`config.mk`:
```
export PLATFORM = sky130hd
export DESIGN_NAME = fetch_stage
export DESIGN_NICKNAME = d
export VERILOG_FILES = /design/src/rtl/fetch_stage_pkg.sv /design/src/rtl/fetch_stage_perf_counter.sv /design/src/rtl/fetch_stage.sv
export SDC_FILE = /design/constraint.sdc
export NUM_CORES = 1
export LEC_CHECK = 0
export ABC_AREA = 1
export CORE_ASPECT_RATIO = 1.75
export CORE_MARGIN = 2
export CORE_UTILIZATION = 48
export DETAILED_ROUTE_END_ITERATION = 12
export MAX_ROUTING_LAYER = met4
export PLACE_DENSITY = 0.83
export REMOVE_ABC_BUFFERS = 1
export SYNTH_ARGS = -nofsm -noshare
export SYNTH_HDL_FRONTEND = slang
export SYNTH_HIERARCHICAL = 1
export SYNTH_SLANG_ARGS = --single-unit
```
`constraint.sdc`:
```
create_clock -name clock -period 4.7 [get_ports clock]
set_clock_uncertainty 0.1 [all_clocks]
set_input_delay 1.175 -clock clock [delete_from_list [all_inputs] [get_ports clock]]
set_output_delay 1.175 -clock clock [all_outputs]
set_load 0.02 [all_outputs]
```
`src/rtl/fetch_stage_pkg.sv`:
```
// -----------------------------------------------------------------------------
// fetch_stage_pkg
// Shared pipeline definitions used by the fetch, decode and execute stages.
//   PC_RESET_DEFAULT : default first fetch address after reset
//   NOP_INST_DEFAULT : addi x0,x0,0, the filler word for an empty IF/ID register
//   fetch_state_t    : fetch FSM state encoding (RUN / HALTED)
// -----------------------------------------------------------------------------
package fetch_stage_pkg;

    localparam logic [31:0] PC_RESET_DEFAULT = 32'h0100_0000;
    localparam logic [31:0] NOP_INST_DEFAULT = 32'h0000_0013;

    typedef enum logic {
        RUN    = 1'b0,
        HALTED = 1'b1
    } fetch_state_t;

    // Force a redirect target onto a word boundary.
    function automatic logic [31:0] align_word(input logic [31:0] addr);
        return {addr[31:2], 2'b00};
    endfunction

endpackage

```
`src/rtl/fetch_stage_perf_counter.sv`:
```
// -----------------------------------------------------------------------------
// perf_counter
// Free-running 32-bit event counter. Wraps from all-ones to zero.
//   clock : rising-edge clock
//   reset : synchronous active-high clear (dominates inc)
//   inc   : add one on this edge
//   count : current count value
// -----------------------------------------------------------------------------
module perf_counter (
    input  logic        clock,
    input  logic        reset,
    input  logic        inc,
    output logic [31:0] count
);

    always_ff @(posedge clock) begin
        if (reset) begin
            count <= 32'd0;
        end else if (inc) begin
            count <= count + 32'd1;
        end
    end

endmodule

```
`src/rtl/fetch_stage.sv`:
```
// -----------------------------------------------------------------------------
// fetch_stage
// Instruction fetch stage: owns the PC, reads instruction memory
// combinationally and fills the IF/ID pipeline register.
//
// Ports
//   clock, reset     : rising-edge clock, synchronous active-high reset
//   imem_addr        : instruction memory address (= PC register)
//   imem_data        : instruction word for imem_addr, same cycle
//   redirect_valid   : taken branch/jump from execute
//   redirect_pc      : redirect target (low two bits ignored)
//   halt_req         : stop fetching
//   id_ready         : decode consumes IF/ID this cycle
//   if_valid/if_pc/if_inst : IF/ID register contents
//   halted           : FSM is in HALTED (doubles as the state debug view)
//   fetch_count      : instructions loaded into IF/ID
//   flush_count      : live instructions squashed by redirect
//
// Handshake: IF/ID transfers to decode on any edge where if_valid && id_ready.
// if_valid never drops without that transfer except on redirect/reset, and
// if_pc/if_inst stay stable while if_valid && !id_ready.
// -----------------------------------------------------------------------------
module fetch_stage
    import fetch_stage_pkg::*;
#(
    parameter logic [31:0] PC_RESET = PC_RESET_DEFAULT,
    parameter logic [31:0] NOP_INST = NOP_INST_DEFAULT
) (
    input  logic        clock,
    input  logic        reset,
    output logic [31:0] imem_addr,
    input  logic [31:0] imem_data,
    input  logic        redirect_valid,
    input  logic [31:0] redirect_pc,
    input  logic        halt_req,
    input  logic        id_ready,
    output logic        if_valid,
    output logic [31:0] if_pc,
    output logic [31:0] if_inst,
    output logic        halted,
    output logic [31:0] fetch_count,
    output logic [31:0] flush_count
);

    fetch_state_t state;
    logic [31:0]  pc;
    logic         load;
    logic         flush_inc;

    assign imem_addr = pc;

    // A new word enters IF/ID only when running, not being redirected or
    // halted, and the slot is empty or being drained this cycle.
    assign load = (state == RUN) && !redirect_valid && !halt_req
                  && (!if_valid || id_ready);

    assign flush_inc = redirect_valid && if_valid;

    always_ff @(posedge clock) begin
        if (reset) begin
            state    <= RUN;
            halted   <= 1'b0;
            pc       <= PC_RESET;
            if_valid <= 1'b0;
            if_pc    <= 32'd0;
            if_inst  <= NOP_INST;
        end else if (redirect_valid) begin
            // Redirect wins over halt, stall and load; it also restarts a
            // halted stage.
            state    <= RUN;
            halted   <= 1'b0;
            pc       <= align_word(redirect_pc);
            if_valid <= 1'b0;
            if_inst  <= NOP_INST;
        end else begin
            if (state == RUN && halt_req) begin
                state  <= HALTED;
                halted <= 1'b1;
            end
            if (load) begin
                if_valid <= 1'b1;
                if_pc    <= pc;
                if_inst  <= imem_data;
                pc       <= pc + 32'd4;
            end else if (if_valid && id_ready) begin
                // Consumed with nothing to replace it (halting or halted).
                if_valid <= 1'b0;
                if_inst  <= NOP_INST;
            end
        end
    end

    perf_counter u_fetch_counter (
        .clock (clock),
        .reset (reset),
        .inc   (load),
        .count (fetch_count)
    );

    perf_counter u_flush_counter (
        .clock (clock),
        .reset (reset),
        .inc   (flush_inc),
        .count (flush_count)
    );

endmodule

```
==> run_results.csv, run 1 <==
group,metric,value,unit
synth,synth_seq_cells,158,
sta,hold_violations,0,
sta,fin_crit,3.17,ns
clock_network,hold_buffers,0,
sta,relSlewSlack,35.6,%
finish,drive_gt1_share,10.3,%
worst_setup_path,crit_required,4.94,ns
finish,design_area,10900,µm²
synth,synthSimpleGateAreaFrac,37.8,%
synth,synth_edf_count,0,
worst_setup_path,cp_max_fo,44,
synth,synthAdderAreaFrac,0.473,%
route,via_per_inst,5.30,
route,vias,8245,
clock_network,clockBufferDepth,2,
synth,synth_top_area_cell,"dfxtp_1",
clock_network,post_cts_resized,0,
floorplanning,ios,231,
synth,yosysUniqueCellTypes,48,
synth,synth_xor_area_share,1.10,%
synth,synth_seq_area_share,39.8,%
synth,synthTopCellsByArea,"dfxtp_1 (40%), nand2_1 (14%), nor2_1 (6.8%)",
sta,setup_tns,0,ns
route,ant_nets,0,
sta,tightest_slew,0.965,ns
route,drcViolationCount,0,
floorplanning,die_y,174,µm
route,firstDrtPassIters,4,
place,io_buffers,224,
synth,synth_top_family_by_area,"simple AND/OR/NAND/NOR gates",
job,maxCapViolations,0,
sta,maxSlewViolCount,0,
floorplanning,die-area,17600,µm²
clock_network,numCtsBuffers,17,
worst_setup_path,cp_slowest_stage_delay,0.69,ns
finish,final_nets,1422,
hold_path,holdPathStages,2,
synth,synthTopCellsByCount,"nand2_1 (295), dfxtp_1 (158), nor2_1 (144)",
route,drt_first_iter_violations,402,
clock_network,clk_latency,0.42,ns
grt,grt_max_degree,45,
clock_network,cts_tree,"built",
worst_setup_path,cp_slowest_cell,"clkdlybuf4s50_1",
pwr,vdd_drop_max,0.000213,V
clock_network,clk_pin_slew,0.07,ns
worst_setup_path,worstSetupStartpointType,"input port",
floorplanning,rows,62,
sta,min_period_over_period,67.4,%
route,routedWlPerCell,15.0,µm
worst_setup_path,path_depth,8,
sta,setup_violations,0,
sta,rsz0062_at_grt,"false",
synth,synth_ff_type,"dfxtp_1",
synth,synthMuxAreaShare,0,%
pwr,power_density,298,nW/µm²
route,drt_wl_total,23300,µm
synth,synth_most_common_cell,"nand2_1",
worst_setup_path,crit_top_cell,"inv_2",
synth,async_flop_share,0,%
grt,grt_usage,27.2,%
synth,syn_area,7940,µm²
clock_network,h-tree-depth,4,
worst_setup_path,path_cells,"clkdlybuf4s50_1, inv_2, nand2_4, buf_4, o21ai_2, inv_2, nand2_1, a21oi_1",
place,place_area,10200,µm²
worst_setup_path,crit_type,"input port to flip-flop",
worst_setup_path,crit_family,"buffers and inverters",
sta,max_freq,316,MHz
worst_setup_path,cp.arrival,3.41,ns
worst_setup_path,path_buf_inv,4,
synth,synth-warning-count,6,
synth,synth_compound_area_share,11.7,%
worst_setup_path,ff2ff_path_depth,9,
place,hpwl,17000,µm
place,gp_congestion,0.893,
worst_setup_path,endpoint_kind,"flip-flop",
clock_network,cts.sinks,158,
status,status,"complete, no violations",
pwr,p_leak,4.25,nW
clock_network,postCtsSetupRepairBufs,0,
floorplanning,coreArea,16300,µm²
grt,grt.overflow.total,0,
finish,synthToLayoutAreaGrowth,36.7,%
floorplanning,fp.dieW,101,µm
grt,grt_pass1_vias,7902,
floorplanning,start_util,48.8,%
hold_path,hold_class,"flip-flop to flip-flop",
synth,netlist_instances,1137,
synth,syn_avg_cell_area,6.99,µm²
grt,grt_pass1_wl,37600,µm
clock_network,clock-root-buffer,"clkbuf_16",
grt,antenna_found_initial,1,
synth,synth.top_cell.area_share,39.8,%
==> worst register-to-register path, cell delays in order (launching register included) <==
cell	delay (ns)
dfxtp_1	0.38
inv_2	0.07
nor2_4	0.13
nor2_4	0.09
nand2_4	0.07
buf_4	0.43
o21ai_2	0.18
inv_2	0.40
nand2_1	0.11
a21oi_1	0.15
==> kinds of logic after synthesis <==
| group | after synthesis |
|---|---|
| xor+xnor | 10 |
| buf+inv | 163 |
| fa+ha+maj | 3 |
| flops | 158 |
| other cells | 1 |
| compound gates | 168 |
| simple gates | 634 |
==> cell type report <==
class                   instances  area [µm²]
multi-input cells             819        4070
clock buffers                  17         425
inverters                     122         463
flip-flops and latches        158        3160
fillers                      1392        5430
well taps                     192         240
diodes                          1        2.50
clock inverters                15         198
repair buffers                232        2300
==> report_power, final <==
part | internal, mW | total (mW) | switching, mW
Combinational | 0.154 | 0.343 | 0.189
Sequential | 1.38 | 1.42 | 0.0399
Clock | 0.857 | 1.47 | 0.616
Total | 2.39 | 3.23 | 0.845
==> stage by stage <==
step           instances  total power [mW]  hold WS (ns)  setup WS (ns)  utilization (%)
2_1_floorplan       1099              1.60         0.439           1.29                -
3_3_place_gp        1523              1.78         0.347           1.11             62.8
3_5_place_dp        1523              1.79         0.354           1.08             62.8
4_1_cts             1555              3.26         0.365           1.51             66.7
5_1_grt             1556              3.35         0.377           1.39             66.7
6_report            1556              3.23         0.363           1.53             66.7
==> per-layer routing <==
metal | wire, µm | global-route usage [%] | vias to the layer above | share of wire [%]
li1 | - | - | 4079 | -
met1 | 8470 | 27.8 | 3794 | 36
met2 | 12400 | 47.8 | 300 | 53
met3 | 1280 | 5.03 | 72 | 5.5
met4 | 1140 | 14.6 | 0 | 4.9
met5 | 0 | - | - | 0
==> sequential cells by signal (all words and copies together) (netlist names) <==
name,flops
if_inst,32
u_flush_counter/count,32
u_fetch_counter/count,32
state,1
if_pc,30
imem_addr,30
if_valid,1
==> path summary, 6_finish.rpt <==
check                                              start                       end  slack (ns)
worst min register to register  if_inst[31]$_SDFFE_PP0P_  if_inst[31]$_SDFFE_PP0P_        0.36
worst max register to register     if_valid$_SDFFE_PP0P_  if_inst[21]$_SDFFE_PP0P_        2.52
worst max-delay path                      redirect_valid  if_inst[21]$_SDFFE_PP0P_        1.53
worst min-delay path            if_inst[31]$_SDFFE_PP0P_  if_inst[31]$_SDFFE_PP0P_        0.36
==> layout by cell type (no fill, tap or decap), types with 8 or more instances in the layout <==
cell	netlist	layout
nor2_2	25	25
buf_4	9	8
nand2_1	295	295
nor2_1	144	144
o21ai_0	39	39
clkbuf_16	0	17
a21oi_1	88	88
dfxtp_1	158	158
inv_1	113	113
nand2_2	24	24
nor2_4	23	23
clkdlybuf4s50_1	0	223
nand3_1	66	66
nand4_1	28	28
a31oi_1	14	14
Power figures use the tool's default switching activity.
==> run 2: changes to the inputs <==
CORE_UTILIZATION = 43   (was 48)
PLACE_DENSITY = 0.78   (was 0.83)
clock period = 2.9 ns   (was 4.7 ns; I/O delays follow)
==> run 2 against run 1 <==
Sequential cell count unchanged. Sequential share of layout area down 0.33 points. Final cell count grew 3.1%. Global-route usage fell by 2.4 points. Critical endpoint is now imem_addr[8]. Largest power group is now sequential cells. Highest routed layer unchanged.
==> run_results.csv, run 2 (synthesis results as in run 1) <==
group,metric,value,unit
hold_path,hold_class,"flip-flop to flip-flop",
route,routedWlPerCell,14.7,µm
finish,final_nets,1431,
sta,relSlewSlack,52.5,%
sta,maxSlewViolCount,0,
grt,grt_pass1_vias,7772,
route,drt_wl_total,23500,µm
clock_network,postCtsSetupRepairBufs,0,
place,pre_cts_ws,0.142,ns
pwr,p_leak,4.28,nW
worst_setup_path,cp_slowest_stage_delay,0.70,ns
place,placedCellCount,1574,
floorplanning,rows,65,
route,drcViolationCount,0,
worst_setup_path,worstSetupStartpointType,"flip-flop",
worst_setup_path,cp_max_fo,8,
worst_setup_path,crit_family,"buffers and inverters",
clock_network,hold_buffers,0,
worst_setup_path,path_buf_inv,1,
clock_network,cts_tree,"built",
clock_network,cts.sinks,158,
pwr,total_power,5.07,mW
place,gp_congestion,0.880,
floorplanning,coreArea,18100,µm²
grt,grt_max_degree,74,
route,firstDrtPassIters,6,
route,ant_nets,0,
sta,max_freq,413,MHz
finish,synthToLayoutAreaGrowth,38.3,%
hold_path,holdCritStartpoint,"if_inst[9]$_SDFFE_PP0P_",
finish,drive_gt1_share,10.6,%
sta,setup_violations,0,
clock_network,clockBufferDepth,2,
clock_network,numCtsBuffers,17,
clock_network,clk_latency,0.42,ns
sta,layout_setup_ws,0.479,ns
place,io_buffers,224,
status,status,"complete, no violations",
pwr,vdd_drop_max,0.000383,V
route,drt_first_iter_violations,537,
sta,rsz0062_at_grt,"false",
route,via_per_inst,5.12,
worst_setup_path,crit_type,"flip-flop to primary output",
clock_network,h-tree-depth,4,
worst_setup_path,path_cells,"clkdlybuf4s50_1",
clock_network,clk_pin_slew,0.06,ns
finish,antenna_cells,0,
finish,final_common_cell,"nand2_1",
route,vias,8223,
worst_setup_path,cp_slowest_cell,"clkdlybuf4s50_1",
finish,top_regs,"if_inst x32, u_fetch_counter/count x32, u_flush_counter/count x32",
grt,grt_usage,24.7,%
pwr,power_density,462,nW/µm²
job,maxCapViolations,0,
floorplanning,start_util,44.0,%
floorplanning,fp.dieW,107,µm
grt,grt_pass1_wl,37700,µm
floorplanning,ios,231,
sta,hold_violations,0,
sta,fin_crit,2.42,ns
sta,min_period_over_period,83.5,%
finish,fin_cells,1605,
grt,antenna_found_initial,0,
clock_network,clock-root-buffer,"clkbuf_16",
worst_setup_path,crit_required,2.08,ns
finish,most-common-layout-cells,"nand2_1 (295), clkdlybuf4s50_1 (223), dfxtp_1 (158)",
grt,grt.overflow.total,0,
finish,fill_cells,1642,
sta,tightest_slew,0.711,ns
clock_network,post_cts_resized,0,
worst_setup_path,endpoint_kind,"primary output",
worst_setup_path,reg2reg_from,"imem_addr[3]$_SDFFE_PP0P_",
worst_setup_path,cp.arrival,1.60,ns
floorplanning,die_y,184,µm
sta,setup_tns,0,ns
floorplanning,die-area,19600,µm²
place,hpwl,17300,µm
worst_setup_path,crit_start,"imem_addr[8]$_SDFFE_PP0P_",
==> run 2: cell types whose count changed in the layout (fill, tap and decap cells not counted) <==
cell / before / now
buf_12: 0 / 5
buf_4: 8 / 12
inv_6: 5 / 1
clkbuf_1: 0 / 3
inv_8: 3 / 0
clkinv_2: 1 / 3
clkinvlp_4: 1 / 3
bufinv_16: 3 / 2
clkbuf_8: 0 / 1
clkinv_4: 2 / 1
diode_2: 1 / 0
==> run 2: per-layer routing <==
| metal | global-route usage (%) | share of wire, % | up-vias |
|---|---|---|---|
| met2 | 44.7 | 53 | 252 |
| met1 | 25.6 | 38 | 3824 |
| met5 | - | 0 | - |
| met3 | 4.75 | 5.0 | 51 |
| li1 | - | - | 4096 |
| met4 | 11.2 | 3.6 | 0 |
==> run 2: area by class of cell <==
cell class,instances,area [µm²],area share (%)
Sequential cell,158,3160,28.8
Multi-Input combinational cell,819,4070,37.1
Inverter,122,463,4.21
Timing Repair Buffer,241,2430,22.1
Tap cell,234,293,2.67
Clock inverter,10,115,1.05
Clock buffer,21,450,4.10
==> run 2: power breakdown <==
| group | switching (mW) | internal [mW] |
|---|---|---|
| clock network | 0.907 | 1.28 |
| logic | 0.319 | 0.270 |
| registers | 0.0593 | 2.23 |
==> run 2: final timing paths <==
kind | end | slack, ns | cells after the start
worst min-delay path | if_inst[9]$_SDFFE_PP0P_ | 0.36 | 2
worst max-delay path | imem_addr[8] | 0.48 | 1
worst min register to register | if_inst[9]$_SDFFE_PP0P_ | 0.36 | 2
worst max register to register | imem_addr[22]$_SDFFE_PP0P_ | 0.99 | 10
==> run 2: stage by stage <==
stage	hold WS (ns)	util [%]	instance area [µm²]
6_report	0.361	60.8	11000
5_1_grt	0.378	60.8	11000
4_1_cts	0.362	60.8	11000
3_5_place_dp	0.354	57.7	10400
3_3_place_gp	0.347	57.7	10400
2_1_floorplan	0.439	-	7700
==> run 3: changes to the inputs <==
CORE_UTILIZATION = 48   (was 43)
PLACE_DENSITY = 0.83   (was 0.78)
clock period = 2.33 ns   (was 2.9 ns; I/O delays follow)
==> run 3 against run 2 <==
Clock power up 27%. Largest cell class unchanged. Highest routed layer unchanged. Total power up 26%. Largest power group unchanged. Via count up 2.0%. Die area down 10%. Combinational power up 29%.
==> run_results.csv, run 3 (synthesis results as in run 1) <==
group,metric,value,unit
finish,synthToLayoutAreaGrowth,41.1,%
clock_network,post_cts_resized,0,
clock_network,clockBufferDepth,2,
route,firstDrtPassIters,7,
status,status,"complete, no violations",
clock_network,h-tree-depth,4,
route,vias,8387,
sta,hold_violations,0,
sta,setup_violations,0,
place,pre_cts_ws,-0.229,ns
clock_network,cts.sinks,158,
pwr,vdd_drop_max,0.000469,V
sta,max_freq,435,MHz
clock_network,clock-root-buffer,"clkbuf_16",
finish,drive_gt1_share,13.0,%
worst_setup_path,endpoint_kind,"primary output",
floorplanning,start_util,48.8,%
worst_setup_path,crit_required,1.65,ns
clock_network,numCtsBuffers,17,
finish,top_regs,"if_inst x32, u_fetch_counter/count x32, u_flush_counter/count x32",
route,via_per_inst,5.25,
clock_network,clk_latency,0.42,ns
grt,grt_max_degree,33,
grt,grt_pass1_vias,8178,
worst_setup_path,cp_slowest_cell,"clkdlybuf4s50_1",
place,hpwl,17700,µm
grt,antenna_found_initial,1,
floorplanning,ios,231,
grt,grt_usage,27.7,%
sta,layout_setup_ws,0.0328,ns
finish,multi_input_area,4070,µm²
worst_setup_path,path_buf_inv,1,
worst_setup_path,path_cells,"clkdlybuf4s50_1",
sta,rsz0062_at_grt,"false",
grt,grt.overflow.total,0,
floorplanning,coreArea,16300,µm²
floorplanning,rows,62,
floorplanning,fp.dieW,101,µm
worst_setup_path,worstSetupStartpointType,"flip-flop",
route,drcViolationCount,0,
finish,seq_area,3160,µm²
finish,final_common_cell,"nand2_1",
route,ant_nets,0,
worst_setup_path,cp_slowest_stage_delay,0.67,ns
worst_setup_path,cp_max_fo,8,
floorplanning,die_y,174,µm
clock_network,clk_pin_slew,0.07,ns
sta,fin_crit,2.30,ns
floorplanning,die-area,17600,µm²
clock_network,cts_tree,"built",
place,placedCellCount,1565,
finish,final_nets,1464,
clock_network,postCtsSetupRepairBufs,0,
pwr,power_density,570,nW/µm²
finish,fin_cells,1598,
place,gp_congestion,0.906,
job,maxCapViolations,0,
worst_setup_path,crit_type,"flip-flop to primary output",
finish,most-common-layout-cells,"nand2_1 (295), clkdlybuf4s50_1 (223), dfxtp_1 (158)",
place,io_buffers,224,
pwr,p_leak,4.46,nW
route,routedWlPerCell,14.8,µm
sta,maxSlewViolCount,0,
clock_network,hold_buffers,0,
route,drt_wl_total,23600,µm
sta,hold_ws,0.358,ns
grt,grt_pass1_wl,38300,µm
worst_setup_path,crit_family,"buffers and inverters",
route,drt_first_iter_violations,413,
sta,min_period_over_period,98.6,%
hold_path,hold_class,"flip-flop to flip-flop",
finish,fill_cells,1328,
worst_setup_path,cp.arrival,1.61,ns
-- run 3: cell types whose count changed in the layout (fill, tap and decap cells not counted) --
cell | previous run | this run
inv_6 | 1 | 3
clkbuf_8 | 1 | 0
bufinv_16 | 2 | 0
clkinvlp_4 | 3 | 1
diode_2 | 0 | 1
clkinv_8 | 0 | 3
inv_8 | 0 | 6
buf_4 | 12 | 45
clkinv_2 | 3 | 0
clkinv_4 | 1 | 2
clkbuf_1 | 3 | 0
-- run 3: stage by stage --
stage | utilization, % | total power [mW] | area, µm² | setup TNS, ns
after CTS | 68.8 | 6.45 | 11200 | 0
final | 68.8 | 6.39 | 11200 | 0
after detailed placement | 65.2 | 3.67 | 10600 | -5.86
after floorplan | - | 3.22 | 7700 | -9.84
after global routing | 68.8 | 6.64 | 11200 | 0
after global placement | 65.2 | 3.66 | 10600 | -4.32
-- run 3: area by class of cell --
cell class	count	share of cell area [%]
Antenna cell	1	0.0223
Clock buffer	17	3.80
Clock inverter	15	1.50
Inverter	122	4.13
Multi-Input combinational cell	819	36.3
Sequential cell	158	28.2
Tap cell	192	2.14
Timing Repair Buffer	274	23.9
-- run 3: metal layers --
layer / share of wire (%) / GRT usage, % / vias up
met1: 37 / 28.6 / 3840
met3: 5.1 / 4.14 / 66
met2: 54 / 49.1 / 314
met5: 0 / - / -
li1: - / - / 4167
met4: 4.6 / 15.3 / 0
-- run 3: report_power, final --
| group | switching [mW] | internal (mW) |
|---|---|---|
| registers | 0.0784 | 2.77 |
| logic | 0.396 | 0.363 |
| clock network | 1.33 | 1.45 |
| total | 1.80 | 4.59 |
-- run 3: final timing paths --
path	startpoint	endpoint	slack, ns	cells after the start
min reg2reg	if_inst[18]$_SDFFE_PP0P_	if_inst[18]$_SDFFE_PP0P_	0.36	2
max reg2reg	imem_addr[2]$_SDFFE_PP0P_	imem_addr[22]$_SDFFE_PP0P_	0.33	10
min	if_inst[18]$_SDFFE_PP0P_	if_inst[18]$_SDFFE_PP0P_	0.36	2
max	imem_addr[8]$_SDFFE_PP0P_	imem_addr[8]	0.03	1
